`src/rtl/pardcore_rst_ctrl_if.sv`:
```
// pardcore_rst_ctrl_if
//   Groups the soft-reset request handshake and the memory-path quiesce
//   handshake of the pardcore reset sequencer.
//
//   sw_req_valid  requester -> ctrl  soft-reset request valid
//   sw_req_ready  ctrl -> requester  request can be accepted
//   sw_req_mask   requester -> ctrl  cores to reset, sampled on handshake
//   quiesce_req   ctrl -> mem path   stop issuing and drain
//   quiesce_ack   mem path -> ctrl   drained (level, may be high early)
//
//   master: requester / memory-path side; slave: reset controller side.
interface pardcore_rst_ctrl_if #(
  parameter int NCORE = 2
);
  logic             sw_req_valid;
  logic             sw_req_ready;
  logic [NCORE-1:0] sw_req_mask;
  logic             quiesce_req;
  logic             quiesce_ack;

  modport master (
    output sw_req_valid,
    output sw_req_mask,
    input  sw_req_ready,
    input  quiesce_req,
    output quiesce_ack
  );

  modport slave (
    input  sw_req_valid,
    input  sw_req_mask,
    output sw_req_ready,
    output quiesce_req,
    input  quiesce_ack
  );
endinterface

```
`src/rtl/pardcore_rst_ctrl.sv`:
```
// pardcore_rst_ctrl
//   Reset sequencer for the pardcore subsystem. Synchronizes the raw reset,
//   releases uncore reset and then each core reset in a staggered order, and
//   afterwards serves software soft-reset requests for any subset of cores,
//   draining the memory path through a quiesce handshake first.
//
//   Ports:
//     coreclk       in   sole clock
//     corersts      in   raw reset, asynchronous, active-high
//     bus           slave modport of pardcore_rst_ctrl_if (request + quiesce)
//     uncore_rst    out  uncore reset, active-high
//     core_rst      out  per-core resets, active-high
//     jtag_trst     out  debug TRST, always equal to core_rst[0]
//     busy          out  high in every state except RUN
//     timeout_flag  out  sticky drain-timeout indicator
//
//   Optional feature: define RST_TIMEOUT_EN to bound the DRAIN wait by
//   TIMEOUT cycles; without it DRAIN waits forever and timeout_flag is 0.
//
//   state      | meaning
//   -----------+------------------------------------------------------------
//   BOOT_HOLD  | everything in reset, counting HOLD_CYCLES
//   BOOT_REL   | releasing cores one per STAGGER cycles, ascending
//   RUN        | idle, accepting soft-reset requests
//   DRAIN      | quiesce_req high, waiting for quiesce_ack
//   ASSERT     | masked cores held in reset for HOLD_CYCLES
//   RELEASE    | releasing masked cores one per STAGGER cycles, ascending
module pardcore_rst_ctrl #(
  parameter int NCORE       = 2,
  parameter int HOLD_CYCLES = 16,
  parameter int STAGGER     = 8,
  parameter int TIMEOUT     = 1024
) (
  input  logic                  coreclk,
  input  logic                  corersts,
  pardcore_rst_ctrl_if.slave    bus,
  output logic                  uncore_rst,
  output logic [NCORE-1:0]      core_rst,
  output logic                  jtag_trst,
  output logic                  busy,
  output logic                  timeout_flag
);

  localparam int MAX_HS  = (HOLD_CYCLES > STAGGER) ? HOLD_CYCLES : STAGGER;
  localparam int MAX_ALL = (MAX_HS > TIMEOUT) ? MAX_HS : TIMEOUT;
  localparam int CW      = $clog2(MAX_ALL + 1);

  typedef enum logic [2:0] {
    S_BOOT_HOLD,
    S_BOOT_REL,
    S_RUN,
    S_DRAIN,
    S_ASSERT,
    S_RELEASE
  } state_t;

  // Reset synchronizer: asserts immediately, deasserts after two edges.
  logic [1:0] rst_sync;
  logic       rst_s;

  always_ff @(posedge coreclk or posedge corersts) begin
    if (corersts) rst_sync <= 2'b11;
    else          rst_sync <= {rst_sync[0], 1'b0};
  end

  assign rst_s = rst_sync[1];

  state_t           state, state_nxt;
  logic [CW-1:0]    cnt, cnt_nxt;
  // Cores still waiting to be released (or the latched request mask
  // before ASSERT), consumed lowest bit first.
  logic [NCORE-1:0] pend, pend_nxt;
  logic [NCORE-1:0] pend_lsb;
  logic             uncore_nxt;
  logic [NCORE-1:0] core_nxt;
  logic             qreq_q, qreq_nxt;
  logic             flag_q, flag_nxt;

  assign pend_lsb = pend & (~pend + NCORE'(1));

  always_ff @(posedge coreclk or posedge rst_s) begin
    if (rst_s) begin
      state      <= S_BOOT_HOLD;
      cnt        <= '0;
      pend       <= '0;
      uncore_rst <= 1'b1;
      core_rst   <= '1;
      qreq_q     <= 1'b0;
    end else begin
      state      <= state_nxt;
      cnt        <= cnt_nxt;
      pend       <= pend_nxt;
      uncore_rst <= uncore_nxt;
      core_rst   <= core_nxt;
      qreq_q     <= qreq_nxt;
    end
  end

`ifdef RST_TIMEOUT_EN
  always_ff @(posedge coreclk or posedge rst_s) begin
    if (rst_s) flag_q <= 1'b0;
    else       flag_q <= flag_nxt;
  end
`else
  assign flag_q = 1'b0;
`endif

  // The counter defaults to 0 so that every state entry (and every single
  // release inside the staggered states) restarts it.
  always_comb begin
    state_nxt  = state;
    cnt_nxt    = '0;
    pend_nxt   = pend;
    uncore_nxt = uncore_rst;
    core_nxt   = core_rst;
    qreq_nxt   = qreq_q;
    flag_nxt   = flag_q;
    case (state)
      S_BOOT_HOLD: begin
        if (cnt == CW'(HOLD_CYCLES - 1)) begin
          uncore_nxt = 1'b0;
          pend_nxt   = '1;
          state_nxt  = S_BOOT_REL;
        end else begin
          cnt_nxt = cnt + CW'(1);
        end
      end
      S_BOOT_REL, S_RELEASE: begin
        // One idle cycle after the last release before returning to RUN.
        if (pend == '0) begin
          qreq_nxt  = 1'b0;
          state_nxt = S_RUN;
        end else if (cnt == CW'(STAGGER - 1)) begin
          core_nxt = core_rst & ~pend_lsb;
          pend_nxt = pend & ~pend_lsb;
        end else begin
          cnt_nxt = cnt + CW'(1);
        end
      end
      S_RUN: begin
        if (bus.sw_req_valid) begin
          flag_nxt = 1'b0;
          if (bus.sw_req_mask != '0) begin
            pend_nxt  = bus.sw_req_mask;
            state_nxt = S_DRAIN;
          end
        end
      end
      S_DRAIN: begin
        qreq_nxt = 1'b1;
        if (bus.quiesce_ack) begin
          state_nxt = S_ASSERT;
        end
`ifdef RST_TIMEOUT_EN
        else if (cnt == CW'(TIMEOUT - 1)) begin
          flag_nxt  = 1'b1;
          state_nxt = S_ASSERT;
        end else begin
          cnt_nxt = cnt + CW'(1);
        end
`endif
      end
      S_ASSERT: begin
        if (cnt == '0) core_nxt = core_rst | pend;
        // The first masked release happens on the exit edge, so RELEASE
        // only has to pace the remaining ones.
        if (cnt == CW'(HOLD_CYCLES)) begin
          core_nxt  = core_rst & ~pend_lsb;
          pend_nxt  = pend & ~pend_lsb;
          state_nxt = S_RELEASE;
        end else begin
          cnt_nxt = cnt + CW'(1);
        end
      end
      default: state_nxt = S_BOOT_HOLD;
    endcase
  end

  assign bus.sw_req_ready = (state == S_RUN);
  assign bus.quiesce_req  = qreq_q;
  assign busy             = (state != S_RUN);
  assign jtag_trst        = core_rst[0];
  assign timeout_flag     = flag_q;

endmodule
```
`src/flat_wrapper.sv`:
```
// flat-port wrapper written by rule: the top's interface ports become plain ports
module pardcore_rst_ctrl_flat 
#(
  parameter int NCORE       = 2,
  parameter int HOLD_CYCLES = 16,
  parameter int STAGGER     = 8,
  parameter int TIMEOUT     = 1024
)
  (coreclk, corersts, uncore_rst, core_rst, jtag_trst, busy, timeout_flag, bus_sw_req_valid, bus_sw_req_mask, bus_sw_req_ready, bus_quiesce_req, bus_quiesce_ack);
  pardcore_rst_ctrl_if #(.NCORE(NCORE)) bus_i ();
  input  logic coreclk;
  input  logic corersts;
  output logic uncore_rst;
  output logic [NCORE-1:0] core_rst;
  output logic jtag_trst;
  output logic busy;
  output logic timeout_flag;
  input wire logic [$bits(bus_i.sw_req_valid)-1:0] bus_sw_req_valid;
  input wire logic [$bits(bus_i.sw_req_mask)-1:0] bus_sw_req_mask;
  output wire logic [$bits(bus_i.sw_req_ready)-1:0] bus_sw_req_ready;
  output wire logic [$bits(bus_i.quiesce_req)-1:0] bus_quiesce_req;
  input wire logic [$bits(bus_i.quiesce_ack)-1:0] bus_quiesce_ack;
  assign bus_i.sw_req_valid = bus_sw_req_valid;
  assign bus_i.sw_req_mask = bus_sw_req_mask;
  assign bus_sw_req_ready = bus_i.sw_req_ready;
  assign bus_quiesce_req = bus_i.quiesce_req;
  assign bus_i.quiesce_ack = bus_quiesce_ack;
  pardcore_rst_ctrl #(.NCORE(NCORE), .HOLD_CYCLES(HOLD_CYCLES), .STAGGER(STAGGER), .TIMEOUT(TIMEOUT)) u_core (.coreclk(coreclk), .corersts(corersts), .bus(bus_i), .uncore_rst(uncore_rst), .core_rst(core_rst), .jtag_trst(jtag_trst), .busy(busy), .timeout_flag(timeout_flag));
endmodule
```
`config.mk`:
```
export PLATFORM = sky130hd
export DESIGN_NAME = pardcore_rst_ctrl_flat
export DESIGN_NICKNAME = d
export VERILOG_FILES = /design/src/rtl/pardcore_rst_ctrl_if.sv /design/src/rtl/pardcore_rst_ctrl.sv /design/src/flat_wrapper.sv
export SDC_FILE = /design/constraint.sdc
export NUM_CORES = 1
export LEC_CHECK = 0
export CAP_MARGIN = 10
export CORE_MARGIN = 2
export CORE_UTILIZATION = 55
export DETAILED_ROUTE_END_ITERATION = 8
export GPL_TIMING_DRIVEN = 0
export PLACE_DENSITY = 0.89
export SETUP_SLACK_MARGIN = 0.3
export SLEW_MARGIN = 5
export SYNTH_ARGS = -nofsm -noshare
export SYNTH_HDL_FRONTEND = slang
export SYNTH_SLANG_ARGS = --single-unit
```
`constraint.sdc`:
```
create_clock -name coreclk -period 3.6 [get_ports coreclk]
set_clock_uncertainty 0.05 [all_clocks]
set_input_delay 0.72 -clock coreclk [delete_from_list [all_inputs] [get_ports coreclk]]
set_output_delay 0.72 -clock coreclk [all_outputs]
set_load 0.005 [all_outputs]
```
==> flow_summary.toml, run 1 <==
[final_layout]
num-fill-cells = 148
nets = 152
layout-drive-gt1-share = 0.1119
antenna_cells = 0
area_growth_pct = 15.62

[grt]
grt_pass1_vias = 847
grt_overflow_total = 0
grt_start_max_net_pins = 21
antenna_found_initial = 0
grt_pass1_wl_um = 3712
grtUsageTotal = 0.1951

[timing]
finalCritPeriodShare = 0.7405
final.min_clock_period_ps = 2666
setup_viol = 0
tns_ps = 0
rsz0062_at_grt = "false"
max-slew-margin-rel = 0.5113
worstMarginPinSlew_ps = 732.3
hold_slack_ps = 319.8
finalHoldViolCount = 0
fmax_ghz = 0.3751
drv_slew = 0

[flow_run]
cap_violations = 0

[route]
wl_per_cell_um = 12.45
first_pass_iters = 4
routed_via_density = 5.429
drc = 0
postRouteAntennaNets = 0
wirelength_um = 2117
vias = 923
first_iter_violations = 24

[hold_path]
hold_path_depth = 0
hold_path_class = "flop to flop"

[setup_path]
cp-startpoint = "u_core.state[1]$_DFFE_PP0P_"
r2r-start = "u_core.cnt[7]$_DFF_PP0_"
r2r_slack_ps = 1330
arrival_ps = 1900
cp_max_fo = 10
worstSetupPathType = "flop to primary output"
startpoint_type = "flop"
reg2reg_depth = 6
cp.required_ps = 2830
cp-end-kind = "primary output"
critPathCapture = "bus_sw_req_ready"
r2r-end = "u_core.cnt[6]$_DFF_PP0_"

[clock_network]
root_buffer = "clkbuf_4"
post_cts_buffers = 0
cts_tree = "built"
cts_buffers = 3
cts.clk_slew.worst_paths_ps = 110
clock_latency_ps = 300
cts_buffer_depth = 2
htree_levels = 1
cts_sinks = 22
cts.repair.resized = 0
hold_buffers = 0

[yosys]
synthCells = 126
yosysWarningCount = 0
yosysSeqAreaShare = 0.4729
synth_area_per_cell_sq_um = 9.344
synth-seq-cells = 22
yosysUniqueCellTypes = 37
synthesis.area_sq_mm = 0.001177

[die]
die_y_um = 50.27
initial_utilization = 0.5941
dieArea_sq_mm = 0.002527
fp.dieW_um = 50.27
row_count = 16
core_sq_mm = 0.001982
ioPinCount = 14

[run_status]
outcome = "complete, no violations"

[power]
power_density_mw_per_mm2 = 628.4
ir_drop_mv = 0.6044
p_leak_nw = 0.6244
p_total_mw = 0.8555

[placement]
gp_congestion = 0.7724
dpl.hpwl_um = 1568
port_buffers = 12
-- synth_stat cells --
cell,number,share of area
inv_1,9,0.029
nor4bb_1,1,0.0085
nand3b_1,3,0.019
and3_1,7,0.037
o21ai_0,8,0.034
nor3b_1,1,0.0064
nor4_1,1,0.0053
nand3_1,6,0.026
or3_4,1,0.0096
or3_1,1,0.0053
o21a_1,1,0.0064
dfrtp_1,17,0.36
dfstp_2,5,0.11
a21bo_2,1,0.0085
xnor2_1,7,0.052
conb_1,1,0.0032
nand2_1,12,0.038
nand2b_1,1,0.0053
a22oi_1,1,0.0064
a21boi_2,1,0.0096
nor2_1,16,0.051
buf_4,2,0.013
ha_1,2,0.021
clkbuf_1,3,0.0096
nor2b_1,2,0.011
mux2i_1,2,0.017
o41a_1,1,0.0096
a21oi_1,3,0.013
a22o_1,1,0.0074
xor2_1,2,0.015
o31ai_1,1,0.0064
or4_4,1,0.0096
a31oi_1,1,0.0053
and4b_1,1,0.0085
o21ai_2,1,0.0074
buf_6,1,0.0096
nor3_1,1,0.0042
-- worst max-delay path, stage by stage (launching register included) --
cell and delay (ps):
dfrtp_1 340, clkbuf_1 250, clkbuf_1 330, nand2_1 110, inv_1 70, clkdlybuf4s50_1 490
-- state kept, by name (all words and copies together) (netlist names), named ones only --
name                    flops
u_core.bus.quiesce_req      1
u_core.core_rst             1
u_core.rst_sync             2
u_core.state                3
u_core.uncore_rst           1
u_core.cnt                 11
u_core.pend                 2
-- logic make-up (layout without fill, tap and decap cells) --
family / count (synthesis) / after routing / share of synthesized area
other: 1 / 2 / 0.003185
AO/OA/AOI/OAI: 20 / 20 / 0.1137
multiplexers: 2 / 2 / 0.01700
flip-flops: 22 / 22 / 0.4729
AND/OR/NAND/NOR: 55 / 55 / 0.2444
buffers and inverters: 15 / 31 / 0.06057
XOR/XNOR: 9 / 9 / 0.06695
adder cells (fa/ha/maj): 2 / 2 / 0.02125
-- power breakdown --
group / internal (mW) / switching, mW / total (mW)
clock: 0.0433 / 0.0699 / 0.113
combinational: 0.173 / 0.208 / 0.381
sequential: 0.309 / 0.0527 / 0.362
total: 0.525 / 0.331 / 0.855
-- layout by cell type (no fill, tap or decap), drive strengths merged, types with 5 or more instances in the layout --
master and n:
clkdlybuf4s50 12, xnor2 7, dfrtp 17, inv 9, clkbuf 7, o21ai 9, nand3 6, nor2 16
dfstp 5, nand2 12, and3 7
-- layer usage --
layer  share of wire  GRT usage
met4           0.027     0.1019
met2            0.49     0.3026
met5               0          0
met3           0.024    0.02083
met1            0.46     0.2697
-- final cells by class --
type | instances | area, sq um | share of cell area
clock buffers | 4 | 26.28 | 0.01930
repair buffers | 12 | 120.1 | 0.08823
plain buffers | 6 | 37.54 | 0.02757
flip-flops and latches | 22 | 556.8 | 0.4090
multi-input cells | 90 | 553.0 | 0.4062
well taps | 27 | 33.78 | 0.02482
inverters | 9 | 33.78 | 0.02482
-- stage by stage --
| stage | utilization | cell area [sq um] | setup WS [ps] | cells |
|---|---|---|---|---|
| floorplan | - | 1181 | 1606 | 127 |
| global placement | 0.6736 | 1335 | 1307 | 166 |
| detailed placement | 0.6736 | 1335 | 1287 | 166 |
| CTS | 0.6869 | 1361 | 948.3 | 170 |
| global route | 0.6869 | 1361 | 795.3 | 170 |
| finish | 0.6869 | 1361 | 934.2 | 170 |
-- worst min-delay path by stage --
stage / start / endpoint / slack (ps)
after CTS: u_core.rst_sync[0]$_DFF_PP1_ / u_core.rst_sync[1]$_DFF_PP1_ / 320
after global routing: u_core.rst_sync[0]$_DFF_PP1_ / u_core.rst_sync[1]$_DFF_PP1_ / 320
final: u_core.rst_sync[0]$_DFF_PP1_ / u_core.rst_sync[1]$_DFF_PP1_ / 320
after detailed placement: u_core.rst_sync[0]$_DFF_PP1_ / u_core.rst_sync[1]$_DFF_PP1_ / 300
after floorplan: u_core.rst_sync[1]$_DFF_PP1_ / u_core.bus.quiesce_req$_DFFE_PP0P_ / 260
after global placement: u_core.rst_sync[0]$_DFF_PP1_ / u_core.rst_sync[1]$_DFF_PP1_ / 300
No activity file was read; power rests on OpenSTA's default activity.
==> inputs of run 2 (changes only) <==
- CORE_UTILIZATION: 55 -> 49
- PLACE_DENSITY: 0.89 -> 0.84
- clock period: 3.6 -> 2.3 ns (I/O delays scaled with it)
==> flow_summary.toml, run 2 (synthesis gave the netlist of run 1 again) <==
[grt]
grt_pass1_vias = 920
antenna_found_initial = 0
grtUsageTotal = 0.1965
grt_start_max_net_pins = 21
grt_pass1_wl_um = 4022
grt_overflow_total = 0

[flow_run]
cap_violations = 0

[power]
p_leak_nw = 0.6911
power_density_mw_per_mm2 = 1045
ir_drop_mv = 0.7434

[timing]
setup_slack_ps = 244.0
tns_ps = 0
final.min_clock_period_ps = 2056
worstMarginPinSlew_ps = 744.8
drv_slew = 0
finalHoldViolCount = 0
max-slew-margin-rel = 0.5029
setup_viol = 0
rsz0062_at_grt = "true"
fmax_ghz = 0.4864
finalCritPeriodShare = 0.8939

[route]
routed_via_density = 5.303
wl_per_cell_um = 13.28
drc = 0
postRouteAntennaNets = 0
first_iter_violations = 14
wirelength_um = 2363
first_pass_iters = 4
vias = 944

[run_status]
outcome = "complete, no violations"

[final_layout]
area_growth_pct = 28.48
nets = 159
num-fill-cells = 181
final_cell_mix = "17 x dfrtp_1, 12 x nand2_1, 10 x clkdlybuf4s50_1"
regArea_sq_um = 556.8
layout-drive-gt1-share = 0.2533
multi_input_area_sq_um = 615.6
largest_register_ffs = 11
final_common_cell = "dfrtp_1"
reg_top3 = "u_core.cnt (11), u_core.state (3)"
antenna_cells = 0
top_register = "u_core.cnt"

[clock_network]
cts_buffer_depth = 2
cts_tree = "built"
htree_levels = 1
root_buffer = "clkbuf_4"
cts_buffers = 3
cts_sinks = 22
clock_latency_ps = 300
cts.clk_slew.worst_paths_ps = 110
hold_buffers = 0

[die]
ioPinCount = 14
core_sq_mm = 0.002233
die_y_um = 53.02
row_count = 17
initial_utilization = 0.5272
fp.dieW_um = 53.02
dieArea_sq_mm = 0.002811

[hold_path]
hold_path_class = "flop to flop"

[setup_path]
cp.required_ps = 2460
slowest_delay_ps = 570
path_cells = "or4_4 -> or3_4 -> o21ai_4 -> a21boi_4 -> buf_6 -> nor2_2"
arrival_ps = 2210
crit_slowest_cell = "or4_4"
worstSetupPathType = "flop to flop"
startpoint_type = "flop"
cp_max_fo = 5
cp-end-kind = "flop"

[placement]
dpl.hpwl_um = 1585
port_buffers = 12
post-place-ws_ps = 74.54
gp_congestion = 0.8559
run 2: changes by cell type in the layout (fill, tap and decap cells not counted), moves of 3 or more:
cell / change
buf_4: +6
clkbuf_1: -4
clkbuf_8: +3
nor2_1: -7
nor2_2: +7
run 2: path summary, 6_finish.rpt:
check | start | to | slack [ps] | depth (start not counted)
setup / recovery | u_core.cnt[7]$_DFF_PP0_ | u_core.cnt[5]$_DFF_PP0_ | 240 | 6
hold / removal | u_core.rst_sync[0]$_DFF_PP1_ | u_core.rst_sync[1]$_DFF_PP1_ | 320 | 0
setup reg to reg | u_core.cnt[7]$_DFF_PP0_ | u_core.cnt[5]$_DFF_PP0_ | 240 | 6
hold reg to reg | u_core.rst_sync[0]$_DFF_PP1_ | u_core.rst_sync[1]$_DFF_PP1_ | 320 | 0
max in group asynchronous | u_core.rst_sync[1]$_DFF_PP1_ | u_core.cnt[6]$_DFF_PP0_ | 1400 | 1
min in group asynchronous | u_core.rst_sync[1]$_DFF_PP1_ | u_core.pend[1]$_DFFE_PP0P_ | 340 | 1
run 2: what timing repair did:
item,CTS,global route
gates resized for setup,20,6
buffers inserted,6,0
pin swaps,6,2
gates cloned,1,0
endpoints found under the setup margin,17,16
run 2: final cells by class:
cell class                      instances  share of cell area
Multi-Input combinational cell         90              0.4069
Sequential cell                        22              0.3681
Timing Repair Buffer                   19              0.1150
Buffer                                  6             0.04053
Clock buffer                            4             0.02399
Tap cell                               28             0.02316
Inverter                                9             0.02233
run 2: metrics by stage:
stage / std cells / power, mW / utilization / instance area [sq um] / hold slack [ps]
finish: 178 / 1.581 / 0.6773 / 1513 / 318.9
global route: 178 / 1.708 / 0.6773 / 1513 / 323.2
CTS: 178 / 1.550 / 0.6678 / 1491 / 319.9
detailed placement: 167 / 1.174 / 0.5983 / 1336 / 302.5
global placement: 167 / 1.143 / 0.5983 / 1336 / 296.9
floorplan: 127 / 0.9905 / - / 1181 / 257.1
run 2: critical path, delay by kind of cell, from the launching register on:
family          cells  cell delay (ps)
buf+inv             1              150
simple gates        3              980
flops               1              410
compound gates      2              360
run 2: report_power, final:
group / internal [mW] / switching (mW) / leakage (nW)
sequential: 0.483 / 0.0915 / 0.277
clock: 0.0966 / 0.110 / 0.0210
combinational: 0.406 / 0.394 / 0.393
total: 0.986 / 0.595 / 0.691
run 2: layer usage:
layer | share of wire | track usage
met2 | 0.50 | 0.3521
met5 | 0 | 0
met1 | 0.45 | 0.2459
met4 | 0.0072 | 0.05128
met3 | 0.039 | 0.02825
